File: config.mk
export PLATFORM = sky130hd
export DESIGN_NAME = sccb_slave
export DESIGN_NICKNAME = d
export VERILOG_FILES = /design/src/rtl/sccb_slave.sv
export SDC_FILE = /design/constraint.sdc
export NUM_CORES = 1
export LEC_CHECK = 0
export BUFFER_PORTS_ARGS = -buffer_cell sky130_fd_sc_hd__buf_2
export CORE_MARGIN = 10
export CORE_UTILIZATION = 63
export CTS_CLUSTER_DIAMETER = 150
export DETAILED_ROUTE_END_ITERATION = 8
export PLACE_DENSITY = 0.85
export SLEW_MARGIN = 25
export SYNTH_ARGS = -nofsm -noshare
export SYNTH_HDL_FRONTEND = slang
export SYNTH_SLANG_ARGS = --single-unit
File: constraint.sdc
create_clock -name sclk -period 3.3 [get_ports sclk]
set_clock_uncertainty 0.05 [all_clocks]
set_input_delay 0.66 -clock sclk [delete_from_list [all_inputs] [get_ports sclk]]
set_output_delay 0.66 -clock sclk [all_outputs]
set_load 0.02 [all_outputs]
File: src/rtl/sccb_slave.sv
// SCCB / I2C-style target for the camera configuration bus.
// Oversamples sio_c / sio_d on sclk, decodes START/STOP, matches the device
// ID, acknowledges bytes and drives a simple register-file port. Supports the
// 3-phase write and the 2-phase-write + 2-phase-read sequence.
`timescale 1ns/1ps
module sccb_slave #(
    parameter logic [7:0] DEV_ID   = 8'h42,
    parameter bit         AUTO_INC = 1'b1
) (
    input  logic       sclk,
    input  logic       rst_n,
    input  logic       sio_c,
    input  logic       sio_d_in,
    output logic       sio_d_oe,
    output logic [7:0] reg_addr,
    output logic [7:0] reg_wdata,
    output logic       reg_wr_en,
    output logic       reg_rd_en,
    input  logic [7:0] reg_rdata,
    output logic       busy
);

    typedef enum logic [2:0] {
        IDLE, DEV, ACK, WADDR, WDATA, RDATA, RACK, IGNORE
    } state_t;

    // Read sub-steps: strobe issued / data latched, waiting for sio_c low / shifting
    typedef enum logic [1:0] {
        RD_LOAD, RD_PEND, RD_SHIFT
    } rd_step_t;

    // [0] first sync flop, [1] synchronised value, [2] previous sample
    logic [2:0] c_sync_q;
    logic [2:0] d_sync_q;

    state_t     state_q,   state_d;
    state_t     ack_nxt_q, ack_nxt_d;
    rd_step_t   rd_step_q, rd_step_d;
    logic [2:0] bit_cnt_q, bit_cnt_d;
    logic [7:0] shift_q,   shift_d;
    logic [7:0] addr_q,    addr_d;
    logic [7:0] wdata_q,   wdata_d;
    logic       ack_drv_q, ack_drv_d;
    logic       oe_q,      oe_d;
    logic       busy_q,    busy_d;
    logic       wr_en_q,   wr_en_d;
    logic       rd_en_q,   rd_en_d;

    logic       c_now_s, c_prev_s, d_now_s, d_prev_s;
    logic       rise_s, fall_s, start_s, stop_s, last_bit_s;
    logic [7:0] byte_s;

    assign c_now_s  = c_sync_q[1];
    assign c_prev_s = c_sync_q[2];
    assign d_now_s  = d_sync_q[1];
    assign d_prev_s = d_sync_q[2];

    // A clock edge coinciding with a data change is a data edge: START/STOP
    // need sio_c high in both samples.
    assign rise_s     = c_now_s & ~c_prev_s;
    assign fall_s     = ~c_now_s & c_prev_s;
    assign start_s    = c_now_s & c_prev_s & d_prev_s & ~d_now_s;
    assign stop_s     = c_now_s & c_prev_s & ~d_prev_s & d_now_s;
    assign byte_s     = {shift_q[6:0], d_now_s};
    assign last_bit_s = (bit_cnt_q == 3'd7);

    // Synchronise the bus lines; reset to the idle-high bus to avoid false events
    always_ff @(posedge sclk or negedge rst_n) begin
        if (!rst_n) begin
            c_sync_q <= 3'b111;
            d_sync_q <= 3'b111;
        end else begin
            c_sync_q <= {c_sync_q[1:0], sio_c};
            d_sync_q <= {d_sync_q[1:0], sio_d_in};
        end
    end

    // Next-state and registered-output logic for the bus FSM
    always_comb begin
        state_d   = state_q;
        ack_nxt_d = ack_nxt_q;
        rd_step_d = rd_step_q;
        bit_cnt_d = bit_cnt_q;
        shift_d   = shift_q;
        wdata_d   = wdata_q;
        ack_drv_d = ack_drv_q;
        oe_d      = oe_q;
        busy_d    = busy_q;
        wr_en_d   = 1'b0;
        rd_en_d   = 1'b0;
        // Post-increment after the write strobe so the strobe carries the old address
        if (AUTO_INC && wr_en_q) begin
            addr_d = addr_q + 8'd1;
        end else begin
            addr_d = addr_q;
        end

        if (stop_s) begin
            state_d = IDLE;
            oe_d    = 1'b0;
            busy_d  = 1'b0;
        end else if (start_s) begin
            state_d   = DEV;
            bit_cnt_d = 3'd0;
            busy_d    = 1'b1;
            oe_d      = 1'b0;
        end else begin
            case (state_q)
                IDLE: begin
                    oe_d = 1'b0;
                end
                DEV: begin
                    if (rise_s) begin
                        shift_d   = byte_s;
                        bit_cnt_d = bit_cnt_q + 3'd1;
                        if (last_bit_s) begin
                            if (byte_s[7:1] == DEV_ID[7:1]) begin
                                state_d   = ACK;
                                ack_drv_d = 1'b0;
                                ack_nxt_d = byte_s[0] ? RDATA : WADDR;
                            end else begin
                                state_d = IGNORE;
                                busy_d  = 1'b0;
                            end
                        end
                    end
                end
                ACK: begin
                    // First fall drives the ack bit, second fall releases it
                    if (fall_s) begin
                        if (!ack_drv_q) begin
                            oe_d      = 1'b1;
                            ack_drv_d = 1'b1;
                        end else begin
                            oe_d      = 1'b0;
                            ack_drv_d = 1'b0;
                            state_d   = ack_nxt_q;
                            bit_cnt_d = 3'd0;
                            if (ack_nxt_q == RDATA) begin
                                rd_en_d   = 1'b1;
                                rd_step_d = RD_LOAD;
                            end
                        end
                    end
                end
                WADDR: begin
                    if (rise_s) begin
                        shift_d   = byte_s;
                        bit_cnt_d = bit_cnt_q + 3'd1;
                        if (last_bit_s) begin
                            addr_d    = byte_s;
                            state_d   = ACK;
                            ack_drv_d = 1'b0;
                            ack_nxt_d = WDATA;
                        end
                    end
                end
                WDATA: begin
                    if (rise_s) begin
                        shift_d   = byte_s;
                        bit_cnt_d = bit_cnt_q + 3'd1;
                        if (last_bit_s) begin
                            wdata_d   = byte_s;
                            wr_en_d   = 1'b1;
                            state_d   = ACK;
                            ack_drv_d = 1'b0;
                            ack_nxt_d = WDATA;
                        end
                    end
                end
                RDATA: begin
                    case (rd_step_q)
                        RD_LOAD: begin
                            shift_d   = reg_rdata;
                            rd_step_d = RD_PEND;
                        end
                        RD_PEND: begin
                            // Bit 7 goes out as soon as sio_c is low: immediately
                            // after an ack, or on the next fall after a master ack.
                            if (!c_now_s) begin
                                oe_d      = ~shift_q[7];
                                shift_d   = {shift_q[6:0], 1'b0};
                                bit_cnt_d = 3'd1;
                                rd_step_d = RD_SHIFT;
                            end
                        end
                        RD_SHIFT: begin
                            if (fall_s) begin
                                if (bit_cnt_q == 3'd0) begin
                                    oe_d    = 1'b0;
                                    state_d = RACK;
                                end else begin
                                    oe_d      = ~shift_q[7];
                                    shift_d   = {shift_q[6:0], 1'b0};
                                    bit_cnt_d = bit_cnt_q + 3'd1;
                                end
                            end
                        end
                        default: begin
                            rd_step_d = RD_LOAD;
                        end
                    endcase
                end
                RACK: begin
                    if (rise_s) begin
                        if (AUTO_INC) begin
                            addr_d = addr_q + 8'd1;
                        end else begin
                            addr_d = addr_q;
                        end
                        if (!d_now_s) begin
                            state_d   = RDATA;
                            rd_en_d   = 1'b1;
                            rd_step_d = RD_LOAD;
                        end else begin
                            state_d = IGNORE;
                        end
                    end
                end
                IGNORE: begin
                    oe_d = 1'b0;
                end
                default: begin
                    state_d = IDLE;
                    oe_d    = 1'b0;
                    busy_d  = 1'b0;
                end
            endcase
        end
    end

    // State and output registers; oe clears asynchronously to free the line
    always_ff @(posedge sclk or negedge rst_n) begin
        if (!rst_n) begin
            state_q   <= IDLE;
            ack_nxt_q <= WADDR;
            rd_step_q <= RD_LOAD;
            bit_cnt_q <= 3'd0;
            shift_q   <= 8'h00;
            addr_q    <= 8'h00;
            wdata_q   <= 8'h00;
            ack_drv_q <= 1'b0;
            oe_q      <= 1'b0;
            busy_q    <= 1'b0;
            wr_en_q   <= 1'b0;
            rd_en_q   <= 1'b0;
        end else begin
            state_q   <= state_d;
            ack_nxt_q <= ack_nxt_d;
            rd_step_q <= rd_step_d;
            bit_cnt_q <= bit_cnt_d;
            shift_q   <= shift_d;
            addr_q    <= addr_d;
            wdata_q   <= wdata_d;
            ack_drv_q <= ack_drv_d;
            oe_q      <= oe_d;
            busy_q    <= busy_d;
            wr_en_q   <= wr_en_d;
            rd_en_q   <= rd_en_d;
        end
    end

    assign sio_d_oe  = oe_q;
    assign reg_addr  = addr_q;
    assign reg_wdata = wdata_q;
    assign reg_wr_en = wr_en_q;
    assign reg_rd_en = rd_en_q;
    assign busy      = busy_q;

endmodule

# Word level (Yosys, flattened, before mapping)

Cells that the tools add are included.

Register bits after elaboration: 46
Bits of input ports: 12
Output and inout port bits: 20
Logic and storage cells: 190

Add/sub/neg operators: 2
Equality and inequality tests: 49
Multiplexer cells: 86
Bitwise operators: 14
Reduce and logical (&&, ||, !) cells: 25

Operator list:

| cell                | count |
|---|---|
| $mux 8              | 10 |
| $mux 3              | 26 |
| $ne 4x4->1 const B  | 11 |
| $pmux 8 s2          | 2 |
| $mux 1              | 30 |
| $pmux 8 s3          | 1 |
| $eq 3x3->1 const B  | 6 |
| $ne 2x2->1 const B  | 9 |
| $ne 3x3->1 const B  | 6 |
| $reduce_and 9->1    | 2 |
| $reduce_and 8->1    | 2 |
| $pmux 3 s5          | 1 |
| $reduce_bool 3->1   | 5 |
| $mux 2              | 7 |
| $pmux 2 s3          | 2 |
| $pmux 3 s2          | 2 |
| $reduce_and 11->1   | 1 |
| $ne 5x5->1 const B  | 2 |
| $reduce_and 10->1   | 1 |
| $reduce_and 5->1    | 2 |
| $pmux 3 s3          | 1 |
| $add 8x1->8 const B | 1 |
| $ne 4x1->1 const B  | 2 |
| $and 1x1->1         | 7 |
| 23 further kinds    | 37 |

# Logic depth before layout (Yosys ltp)

Gate-level depths: netlist (run 1).

Word-level depth: 7
Mapped depth: 8
Gate-level depth less buffers: 7

# Worst setup path before layout (run 1)

No wires, ideal clock.

Path kind: register -> register
Start point: register rd_step_q[0]
End point: register rd_step_q[1]
Data arrival time: 1.811 ns
Data required time: 3.125 ns
Path slack: 1.314 ns
Cell stages (with the launch flop): 8
Path buffers: 0
Clock period less this slack: 1.986 ns
Cell sequence: dfrtp_1 -> inv_1 -> ha_1 -> nand2b_1 -> nor2_1 -> o22ai_1 -> a2111oi_4 -> mux2_4

Cells in the longest elaborated chain, start to end: 3
Elaborated cells between the ends (all ways): 8

RTL lines:

| what                                            | line | text |
|---|---|---|
| from (decl)                                     | 38   | `rd_step_t rd_step_q, rd_step_d;` |
| from (signal assigned)                          | 250  | `rd_step_q <= rd_step_d;` |
| $eq 2x2->1 (tied with other cells)              | 172  | `case (rd_step_q)` |
| $pmux 2 s3 (tied with other cells)              | 172  |  |
| $pmux 2 s3 or $reduce_and 10->1 (tied branches) | n/a  |  |

Several ways; a longest one is shown, not always the timed one.
A chain may end at the register's enable or synchronous reset.

# Final worst setup path (run 1)

Start point: register state_q[0]
End point: register shift_q[6]

Cells in the longest elaborated chain, start to end: 4
Elaborated cells between the ends (all ways): 13

RTL lines:

| what                                                      | line | text |
|---|---|---|
| from (decl)                                               | 36   | `state_t state_q, state_d;` |
| from (signal assigned)                                    | 248  | `state_q <= state_d;` |
| $eq 3x3->1 (tied with other cells)                        | 108  | `case (state_q)` |
| $reduce_or 3->1 (no line)                                 | n/a  |  |
| $ne 2x1->1 (no line) or $reduce_bool 2->1 (tied branches) | n/a  |  |
| $reduce_and 8->1 (no line)                                | n/a  |  |
| to (signal assigned)                                      | 252  | `shift_q <= shift_d;` |
| to (decl)                                                 | 40   | `logic [7:0] shift_q, shift_d;` |

Several ways; a longest one is shown, not always the timed one.

==> flow_summary_export.csv, run 1 <==
group,metric,value,unit
outcome,outcome,"finished, final reports clean",
clock_tree,cts_repair_resize_count,0,
clock_tree,clock_tree.htree_level_count,2,
finish,layout-drive-gt1-share,25.2,%
sta,setup_viol,0,
synth,synth.avg_cell_area,9.94,um^2
pwr,p_comb_share,42.9,%
clock_tree,cts_root_buffer,"clkbuf_8",
drt,routed-via-count,2363,
die,io_pins,32,
synth,synthFlopType,"dfrtp_1",
die,die_h,88.1,um
clock_tree,cts_sinks,46,
sta,period_share,74.9,%
finish,fin_area,3170,um^2
sta,hold_violations,0,
global_routing,met2_usage,30.5,%
drt,via_per_inst,6.39,
die,rows,24,
synth,synthArstFlopShare,100,%
drt,drtIter0Drc,276,
pwr,power.density,749,nW/um^2
critical_path,worstPathMaxFanout,23,
die,start_util,66.2,%
drt,wire_per_inst,18.9,um
clock_tree,clkSlewWorstSetupHoldPaths,90,ps
drt,route.detailed.drc,0,
sta,setup_ws,828,ps
drt,dr.pass1.iters,5,
critical_path,cp.arrival,2630,ps
place,place_area,3060,um^2
clock_tree,tritoncts.num_buffers,5,
clock_tree,cts-hold-fix-buffers,0,
finish,synthToLayoutAreaGrowth,8.44,%
global_routing,grt_max_degree,47,
pwr,power_leakage,1.44,nW
place,port_buffers,31,
min_path,worstHoldPathType,"input pin to asynchronous set/reset pin",
sta,slew_viol_final,0,
die,dieArea,7760,um^2
global_routing,use_met1,22.5,%
clock_tree,cts_tree,"done",
global_routing,grt_pass1_vias,2393,
sta,tightest_slew,746,ps
clock_tree,clock_path_buffers,2,
finish,nNetsFinal,337,
synth,ys_types,63,
die,die_w,88.1,um
sta,max_freq,405,MHz
global_routing,busiest_layer,"met2",
global_routing,grt_util_met3,4.18,%
global_routing,grt_use_total,18.4,%
pwr,intPower,1.38,mW
global_routing,antenna_found_initial,0,
place,place.gp.congestion,0.937,
pwr,clockPowerShare,17.9,%
synth,yosysSeqAreaShare,39.7,%
synth,postSynthCellCount,294,
die,core_area,4410,um^2
critical_path,required,3460,ps
pwr,switching_share,41.7,%
place,place_ws,874,ps
pwr,peakVddDrop,0.431,mV
pwr,switchingPower,0.991,mW
sta,max_slew_margin,50.3,%
global_routing,grt_pass1_wl,11400,um
critical_path,crit_type,"flop to flop",
sta,setup_tns,0,ps
synth,synth.ff_latch_count,46,
synth,mappedNetlistArea,2920,um^2
drt,antenna_left,0,
synth,synth-edff-count,0,
flow_run,cap_viol_max_count,0,
sta,rsz0062_at_grt,"false",
synth,yosys_warnings,0,
finish,n_antenna_cell,0,
sta,min_period,2470,ps
synth,synth_nets,314,
clock_tree,cts_setup_buffers,0,
clock_tree,clk-insertion-delay-late,310,ps
drt,routed_wl,6980,um
critical_path,end_kind,"flop",
place,place_hpwl,5030,um
global_routing,grt-ovfl-total,0,
finish,utilization,71.8,%
critical_path,start_kind,"flop",
pwr,p_seq_share,39.2,%
## power by group through the flow
stage          clock network [mW]  registers [mW]  logic (mW)
5_1_grt                     0.451           0.949        1.11
3_5_place_dp                    0           0.924        1.00
3_3_place_gp                    0           0.918       0.975
4_1_cts                     0.432           0.916        1.01
6_report                    0.425           0.930        1.02
2_1_floorplan                   0           0.813       0.899
## worst max-delay path, cell delays in order (launching register included)
cell and delay, ps:
dfrtp_1 830, nand3b_4 240, nor2_1 560, mux2_2 420, mux2_4 260
## path summary, 6_finish.rpt
kind | slack, ps | start | end | cells past startpoint
worst min register to register | 310 | d_sync_q[0]$_DFF_PN1_ | d_sync_q[1]$_DFF_PN1_ | 0
max in group asynchronous | 2520 | rst_n | d_sync_q[0]$_DFF_PN1_ | 1
worst min-delay path | 280 | rst_n | reg_wdata[3]$_DFFE_PN0P_ | 1
worst max-delay path | 830 | state_q[0]$_DFFE_PN0P_ | shift_q[6]$_DFFE_PN0P_ | 4
worst max register to register | 830 | state_q[0]$_DFFE_PN0P_ | shift_q[6]$_DFFE_PN0P_ | 4
min in group sclk | 310 | d_sync_q[0]$_DFF_PN1_ | d_sync_q[1]$_DFF_PN1_ | 0
## cell type report
class,instances,area [um^2]
fillers,324,1250
inverters,14,52.6
clock inverters,2,37.5
well taps,52,65.1
clock buffers,6,72.6
flip-flops and latches,46,1160
multi-input cells,219,1620
repair buffers,31,158
## sequential cells by signal, summed over array words and instances (netlist names), 2 cells and up
name       flops
reg_addr       8
reg_wdata      8
shift_q        8
ack_nxt_q      3
bit_cnt_q      3
c_sync_q       3
d_sync_q       3
state_q        3
rd_step_q      2
## synthesized netlist by cell type (3+ instances only)
| master | n | area, um^2 |
|---|---|---|
| a21oi_1 | 14 | 70.1 |
| a22oi_1 | 4 | 30.0 |
| a2bb2oi_1 | 3 | 26.3 |
| and2_1 | 3 | 18.8 |
| and3_1 | 3 | 18.8 |
| buf_2 | 9 | 45.0 |
| clkbuf_1 | 3 | 11.3 |
| dfrtp_1 | 38 | 951 |
| dfstp_2 | 8 | 210 |
| ha_1 | 8 | 100 |
| inv_1 | 13 | 48.8 |
| mux2_2 | 14 | 158 |
| mux2_4 | 8 | 120 |
| mux2i_1 | 4 | 40.0 |
| nand2_1 | 23 | 86.3 |
| nand2b_1 | 5 | 31.3 |
| nand3_1 | 14 | 70.1 |
| nand3b_1 | 3 | 22.5 |
| nor2_1 | 23 | 86.3 |
| nor2b_1 | 5 | 31.3 |
| o211ai_1 | 3 | 22.5 |
| o21ai_0 | 17 | 85.1 |
| o21ai_1 | 3 | 15.0 |
| o22ai_1 | 3 | 18.8 |
| o32ai_1 | 3 | 26.3 |
| xnor2_1 | 9 | 78.8 |
| xor2_1 | 4 | 35.0 |
## metrics by stage
stage	hold WS (ps)	total power [mW]	instances
after floorplan	295	1.71	294
after detailed placement	297	1.93	362
final	282	2.37	370
after CTS	309	2.36	370
after global placement	297	1.89	362
after global routing	318	2.51	370
## kinds of logic after synthesis
group / synth area share [%]
mux: 11.6
buf+inv: 4.75
simple gates: 17.8
xor+xnor: 3.90
flops: 39.7
fa+ha+maj: 3.43
compound gates: 18.8
## cell usage in the layout, fill, tap and decap left out, types with 3 or more instances in the layout
cell	n
a21oi_1	14
a22oi_1	4
a2bb2oi_1	3
and2_1	3
and3_1	3
buf_2	30
clkbuf_8	5
dfrtp_1	38
dfstp_2	8
ha_1	8
inv_1	13
mux2_2	14
mux2_4	8
mux2i_1	4
nand2_1	23
nand2b_1	5
nand3_1	14
nand3b_1	3
nor2_1	23
nor2b_1	5
o211ai_1	3
o21ai_0	17
o21ai_1	3
o22ai_1	3
o32ai_1	3
xnor2_1	9
xor2_1	4
## metal layers
layer  routed length (um)  vias to the layer above
li1                     -                     1109
met1                 2900                     1114
met2                 3330                      123
met3                  556                       17
met4                  190                        0
met5                    0                        -
Power figures use the tool's default switching activity.
==> run 2, diff against run 1 <==
--- a/config.mk
+++ b/config.mk
@@ -7,10 +7,10 @@
 export LEC_CHECK = 0
 export BUFFER_PORTS_ARGS = -buffer_cell sky130_fd_sc_hd__buf_2
 export CORE_MARGIN = 10
-export CORE_UTILIZATION = 63
+export CORE_UTILIZATION = 59
 export CTS_CLUSTER_DIAMETER = 150
 export DETAILED_ROUTE_END_ITERATION = 8
-export PLACE_DENSITY = 0.85
+export PLACE_DENSITY = 0.8
 export SLEW_MARGIN = 25
 export SYNTH_ARGS = -nofsm -noshare
 export SYNTH_HDL_FRONTEND = slang
==> constraint.sdc (replaced) <==
create_clock -name sclk -period 2.3 [get_ports sclk]
set_clock_uncertainty 0.05 [all_clocks]
set_input_delay 0.46 -clock sclk [delete_from_list [all_inputs] [get_ports sclk]]
set_output_delay 0.46 -clock sclk [all_outputs]
set_load 0.02 [all_outputs]
==> run 2 against run 1 <==
Wire length grew 2.8%. Clock power increased by 23%. Critical path type unchanged. Global-route usage fell by 0.38 points. First-iteration DRC count is 8.7% lower.
==> flow_summary_export.csv, run 2 (synthesis gave the netlist of run 1 again) <==
group,metric,value,unit
outcome,outcome,"finished, final reports clean",
clock_tree,tritoncts.num_buffers,5,
finish,final_cell_mix,"dfrtp_1 (38), buf_2 (31), nand2_1 (23), nor2_1 (23), buf_4 (18)",
clock_tree,clk-insertion-delay-late,300,ps
die,start_util,61.4,%
place,place_hpwl,5440,um
die,rows,25,
pwr,power_leakage,1.52,nW
sta,rsz0062_at_grt,"false",
drt,route.detailed.drc,0,
critical_path,cp.arrival,2390,ps
die,dieArea,8170,um^2
place,placed_cells,395,
flow_run,cap_viol_max_count,0,
critical_path,crit_type,"flop to flop",
sta,setup_tns,0,ps
clock_tree,clock_tree.htree_level_count,2,
drt,wire_per_inst,17.8,um
critical_path,cpPeakStageDelay,740,ps
sta,max_freq,447,MHz
critical_path,end_kind,"flop",
global_routing,grt_max_degree,21,
sta,setup_viol,0,
sta,min_period,2240,ps
sta,tightest_slew,604,ps
clock_tree,clkSlewWorstSetupHoldPaths,90,ps
global_routing,grt_use_total,18.1,%
clock_tree,cts_setup_buffers,0,
die,io_pins,32,
finish,instances_no_fill,403,
drt,via_per_inst,6.16,
pwr,peakVddDrop,0.632,mV
global_routing,antenna_found_initial,0,
finish,layout-drive-gt1-share,29.5,%
finish,utilization,69.5,%
finish,final_common_cell,"dfrtp_1",
drt,routed_wl,7170,um
drt,antenna_left,0,
finish,fill_cells,379,
pwr,power.density,1040,nW/um^2
critical_path,crit_start,"state_q[0]$_DFFE_PN0P_",
place,port_buffers,31,
global_routing,grt-ovfl-total,0,
place,place.gp.congestion,0.966,
critical_path,worstPathMaxFanout,16,
clock_tree,cts_repair_resize_count,0,
critical_path,path_cells,"nand2b_1, nor2_1, o22ai_1, a2111oi_4, mux2_4",
global_routing,grt_pass1_vias,2441,
clock_tree,clock_path_buffers,2,
clock_tree,cts_sinks,46,
die,core_area,4750,um^2
sta,hold_violations,0,
drt,dr.pass1.iters,6,
die,die_h,90.4,um
critical_path,crit_path_top_delay_cell,"dfrtp_1",
die,die_w,90.4,um
clock_tree,cts_root_buffer,"clkbuf_8",
global_routing,grt_pass1_wl,12500,um
sta,slew_viol_final,0,
sta,fin_hold_ws,45.7,ps
finish,synthToLayoutAreaGrowth,13.1,%
critical_path,reg2reg_from,"state_q[0]$_DFFE_PN0P_",
drt,routed-via-count,2481,
pwr,finalPower,3.44,mW
sta,max_slew_margin,59.8,%
clock_tree,cts-hold-fix-buffers,0,
critical_path,start_kind,"flop",
finish,nNetsFinal,355,
sta,period_share,97.4,%
drt,drtIter0Drc,252,
min_path,worstHoldPathType,"input pin to asynchronous set/reset pin",
finish,n_antenna_cell,0,
critical_path,required,2450,ps
clock_tree,cts_tree,"done",
## run 2: cell count changes in the layout (fill, tap and decap cells not counted)
cell,delta
bufinv_16,-1
buf_2,+1
inv_6,+1
clkinv_4,+1
buf_4,+17
clkbuf_1,-1
## run 2: layout make-up
cell class / instances / area, um^2 / share of cell area (%)
timing repair buffer: 49 / 290 / 8.79
multi-input combinational: 219 / 1620 / 49.1
clock inverter: 3 / 25.0 / 0.758
clock buffer: 5 / 68.8 / 2.08
sequential: 46 / 1160 / 35.2
inverter: 14 / 52.6 / 1.59
tap: 67 / 83.8 / 2.54
## run 2: power breakdown
part / total, mW / internal (mW) / switching [mW]
logic: 1.69 / 0.785 / 0.906
clock network: 0.524 / 0.220 / 0.305
registers: 1.23 / 0.984 / 0.245
## run 2: stage by stage
stage          cell area (um^2)  setup WS [ps]
2_1_floorplan              2920            314
3_3_place_gp               3210            217
3_5_place_dp               3210            111
4_1_cts                    3300           98.6
5_1_grt                    3300           2.57
6_report                   3300           60.6
## run 2: routing by layer
metal,up-vias,wire length [um],global-route usage (%)
met5,-,0,0
met4,0,139,5.04
met3,16,536,3.66
met2,119,3330,28.7
met1,1195,3170,24.2
li1,1151,-,-
## run 2: final timing paths
| check | slack (ps) | cells past startpoint | end |
|---|---|---|---|
| worst max-delay path | 60 | 5 | rd_step_q[1]$_DFFE_PN0P_ |
| worst min-delay path | 50 | 1 | shift_q[6]$_DFFE_PN0P_ |
| worst max register to register | 60 | 5 | rd_step_q[1]$_DFFE_PN0P_ |
| worst min register to register | 310 | 0 | c_sync_q[1]$_DFF_PN1_ |
| max in group asynchronous | 1520 | 2 | ack_nxt_q[1]$_DFFE_PN1P_ |
| min in group sclk | 200 | 1 | d_sync_q[0]$_DFF_PN1_ |
## run 2: critical path: cells and delay by family (launching register included)
kind / cells / cell delay (ps)
flip-flops: 1 / 740
AO/OA/AOI/OAI: 2 / 560
AND/OR/NAND/NOR: 2 / 440
multiplexers: 1 / 340
==> run 3, diff against run 2 <==
--- a/config.mk
+++ b/config.mk
@@ -7,10 +7,9 @@
 export LEC_CHECK = 0
 export BUFFER_PORTS_ARGS = -buffer_cell sky130_fd_sc_hd__buf_2
 export CORE_MARGIN = 10
-export CORE_UTILIZATION = 59
+export CORE_UTILIZATION = 40
 export CTS_CLUSTER_DIAMETER = 150
 export DETAILED_ROUTE_END_ITERATION = 8
-export PLACE_DENSITY = 0.8
 export SLEW_MARGIN = 25
 export SYNTH_ARGS = -nofsm -noshare
 export SYNTH_HDL_FRONTEND = slang
==> run 3 against run 2 <==
Sequential share of layout area fell by 0.51 points. Sequential power barely moved. Setup slack improved by 81 ps. Via count fell by 5.6%. Combinational power barely moved. Power rose by 0.86%. Critical path depth rose by 2. Worst hold slack improved by 2.1 ps. Design area rose by 1.5%. Non-clock buffer count fell by 1. Clock power rose by 8.0%. First-iteration DRC count fell by 45%. Critical path type unchanged. Largest cell class unchanged.
==> flow_summary_export.csv, run 3 (synthesis gave the netlist of run 1 again) <==
group,metric,value,unit
die,dieArea,11100,um^2
die,die_w,105,um
clock_tree,clock_path_buffers,2,
finish,final_common_cell,"dfrtp_1",
finish,synthToLayoutAreaGrowth,14.7,%
critical_path,cp.arrival,2320,ps
clock_tree,cts_repair_resize_count,0,
critical_path,crit_start,"rd_step_q[0]$_DFFE_PN0P_",
pwr,power_leakage,1.52,nW
global_routing,grt_pass1_wl,12500,um
finish,n_antenna_cell,0,
drt,wire_per_inst,16.8,um
critical_path,path_cells,"inv_1, ha_1, nand2b_1, nor2_1, o22ai_1, a2111oi_4, mux2_4",
drt,route.detailed.drc,0,
clock_tree,clk-insertion-delay-late,310,ps
critical_path,critPathTopFamily,"compound AO/OA/AOI/OAI gates",
sta,min_period,2160,ps
sta,slew_viol_final,0,
die,die_h,105,um
global_routing,antenna_found_initial,0,
clock_tree,cts-hold-fix-buffers,0,
sta,fin_hold_ws,47.9,ps
sta,setup_tns,0,ps
drt,dr.pass1.iters,4,
flow_run,cap_viol_max_count,0,
clock_tree,cts_root_buffer,"clkbuf_8",
drt,antenna_left,0,
clock_tree,clkSlewWorstSetupHoldPaths,100,ps
critical_path,crit_type,"flop to flop",
critical_path,cpPeakStageDelay,410,ps
finish,multi_input_area,1620,um^2
drt,routed_wl,7310,um
sta,period_share,93.8,%
sta,rsz0062_at_grt,"false",
pwr,finalPower,3.47,mW
sta,hold_violations,0,
critical_path,reg2reg_from,"rd_step_q[0]$_DFFE_PN0P_",
global_routing,grt-ovfl-total,0,
global_routing,grt_use_total,13.6,%
pwr,power.density,1040,nW/um^2
clock_tree,cts_sinks,46,
place,port_buffers,31,
drt,via_per_inst,5.40,
global_routing,grt_max_degree,47,
die,rows,31,
critical_path,start_kind,"flop",
drt,drtIter0Drc,138,
critical_path,required,2460,ps
sta,max_slew_margin,68.7,%
place,place_area,3250,um^2
pwr,peakVddDrop,0.526,mV
clock_tree,tritoncts.num_buffers,5,
finish,register_area,1160,um^2
clock_tree,cts_setup_buffers,0,
finish,nNetsFinal,354,
critical_path,path_buf_inv,1,
finish,layout-drive-gt1-share,29.3,%
outcome,outcome,"finished, final reports clean",
min_path,worstHoldPathType,"input pin to asynchronous set/reset pin",
global_routing,grt_pass1_vias,2425,
finish,utilization,46.7,%
clock_tree,cts_tree,"done",
finish,fill_cells,678,
drt,routed-via-count,2343,
critical_path,crit_path_top_delay_cell,"a2111oi_4",
critical_path,worstPathMaxFanout,7,
die,start_util,40.7,%
finish,final_cell_mix,"dfrtp_1 (38), buf_2 (31), nand2_1 (23), nor2_1 (23), o21ai_0 (17)",
critical_path,end_kind,"flop",
finish,fin_area,3350,um^2
die,core_area,7180,um^2
sta,max_freq,463,MHz
sta,tightest_slew,470,ps
die,io_pins,32,
place,place.gp.congestion,0.891,
place,place_hpwl,5490,um
sta,setup_viol,0,
clock_tree,clock_tree.htree_level_count,2,
[run 3: final timing paths]
path                       cells after the start  slack [ps]                        to
setup / recovery                               7         140  rd_step_q[1]$_DFFE_PN0P_
hold / removal                                 2          50  reg_wdata[3]$_DFFE_PN0P_
setup reg to reg                               7         140  rd_step_q[1]$_DFFE_PN0P_
hold reg to reg                                0         310     d_sync_q[1]$_DFF_PN1_
max in group asynchronous                      2        1860  ack_nxt_q[1]$_DFFE_PN1P_
min in group sclk                              1         180     c_sync_q[0]$_DFF_PN1_
[run 3: worst reg2reg max path, delay by kind of cell (launching register included)]
kind,cells,cell delay (ps)
AO/OA/AOI/OAI,2,550
AND/OR/NAND/NOR,2,400
flip-flops,1,360
multiplexers,1,330
adder cells (fa/ha/maj),1,280
buffers and inverters,1,80
[run 3: layout make-up]
cell class                      instances  share of cell area (%)
Sequential cell                        46                    34.6
Timing Repair Buffer                   48                    8.81
Clock inverter                          3                   0.859
Multi-Input combinational cell        219                    48.4
Tap cell                               99                    3.70
Clock buffer                            5                    2.05
Inverter                               14                    1.57
[run 3: where the power goes]
| group | internal [mW] | switching [mW] |
|---|---|---|
| Combinational | 0.787 | 0.895 |
| Sequential | 0.984 | 0.241 |
| Clock | 0.228 | 0.338 |
[run 3: per-stage QoR]
step	setup slack, ps	instances
4_1_cts	142	434
6_report	142	434
5_1_grt	23.8	434
2_1_floorplan	314	294
3_3_place_gp	233	426
3_5_place_dp	160	426
[run 3: per-layer routing]
layer	GRT usage, %	up-vias	share of wire, %
met2	21.8	69	47
met1	18.1	1112	47
met4	4.41	0	1.7
met5	0	-	0
met3	2.44	13	4.3
li1	-	1149	-
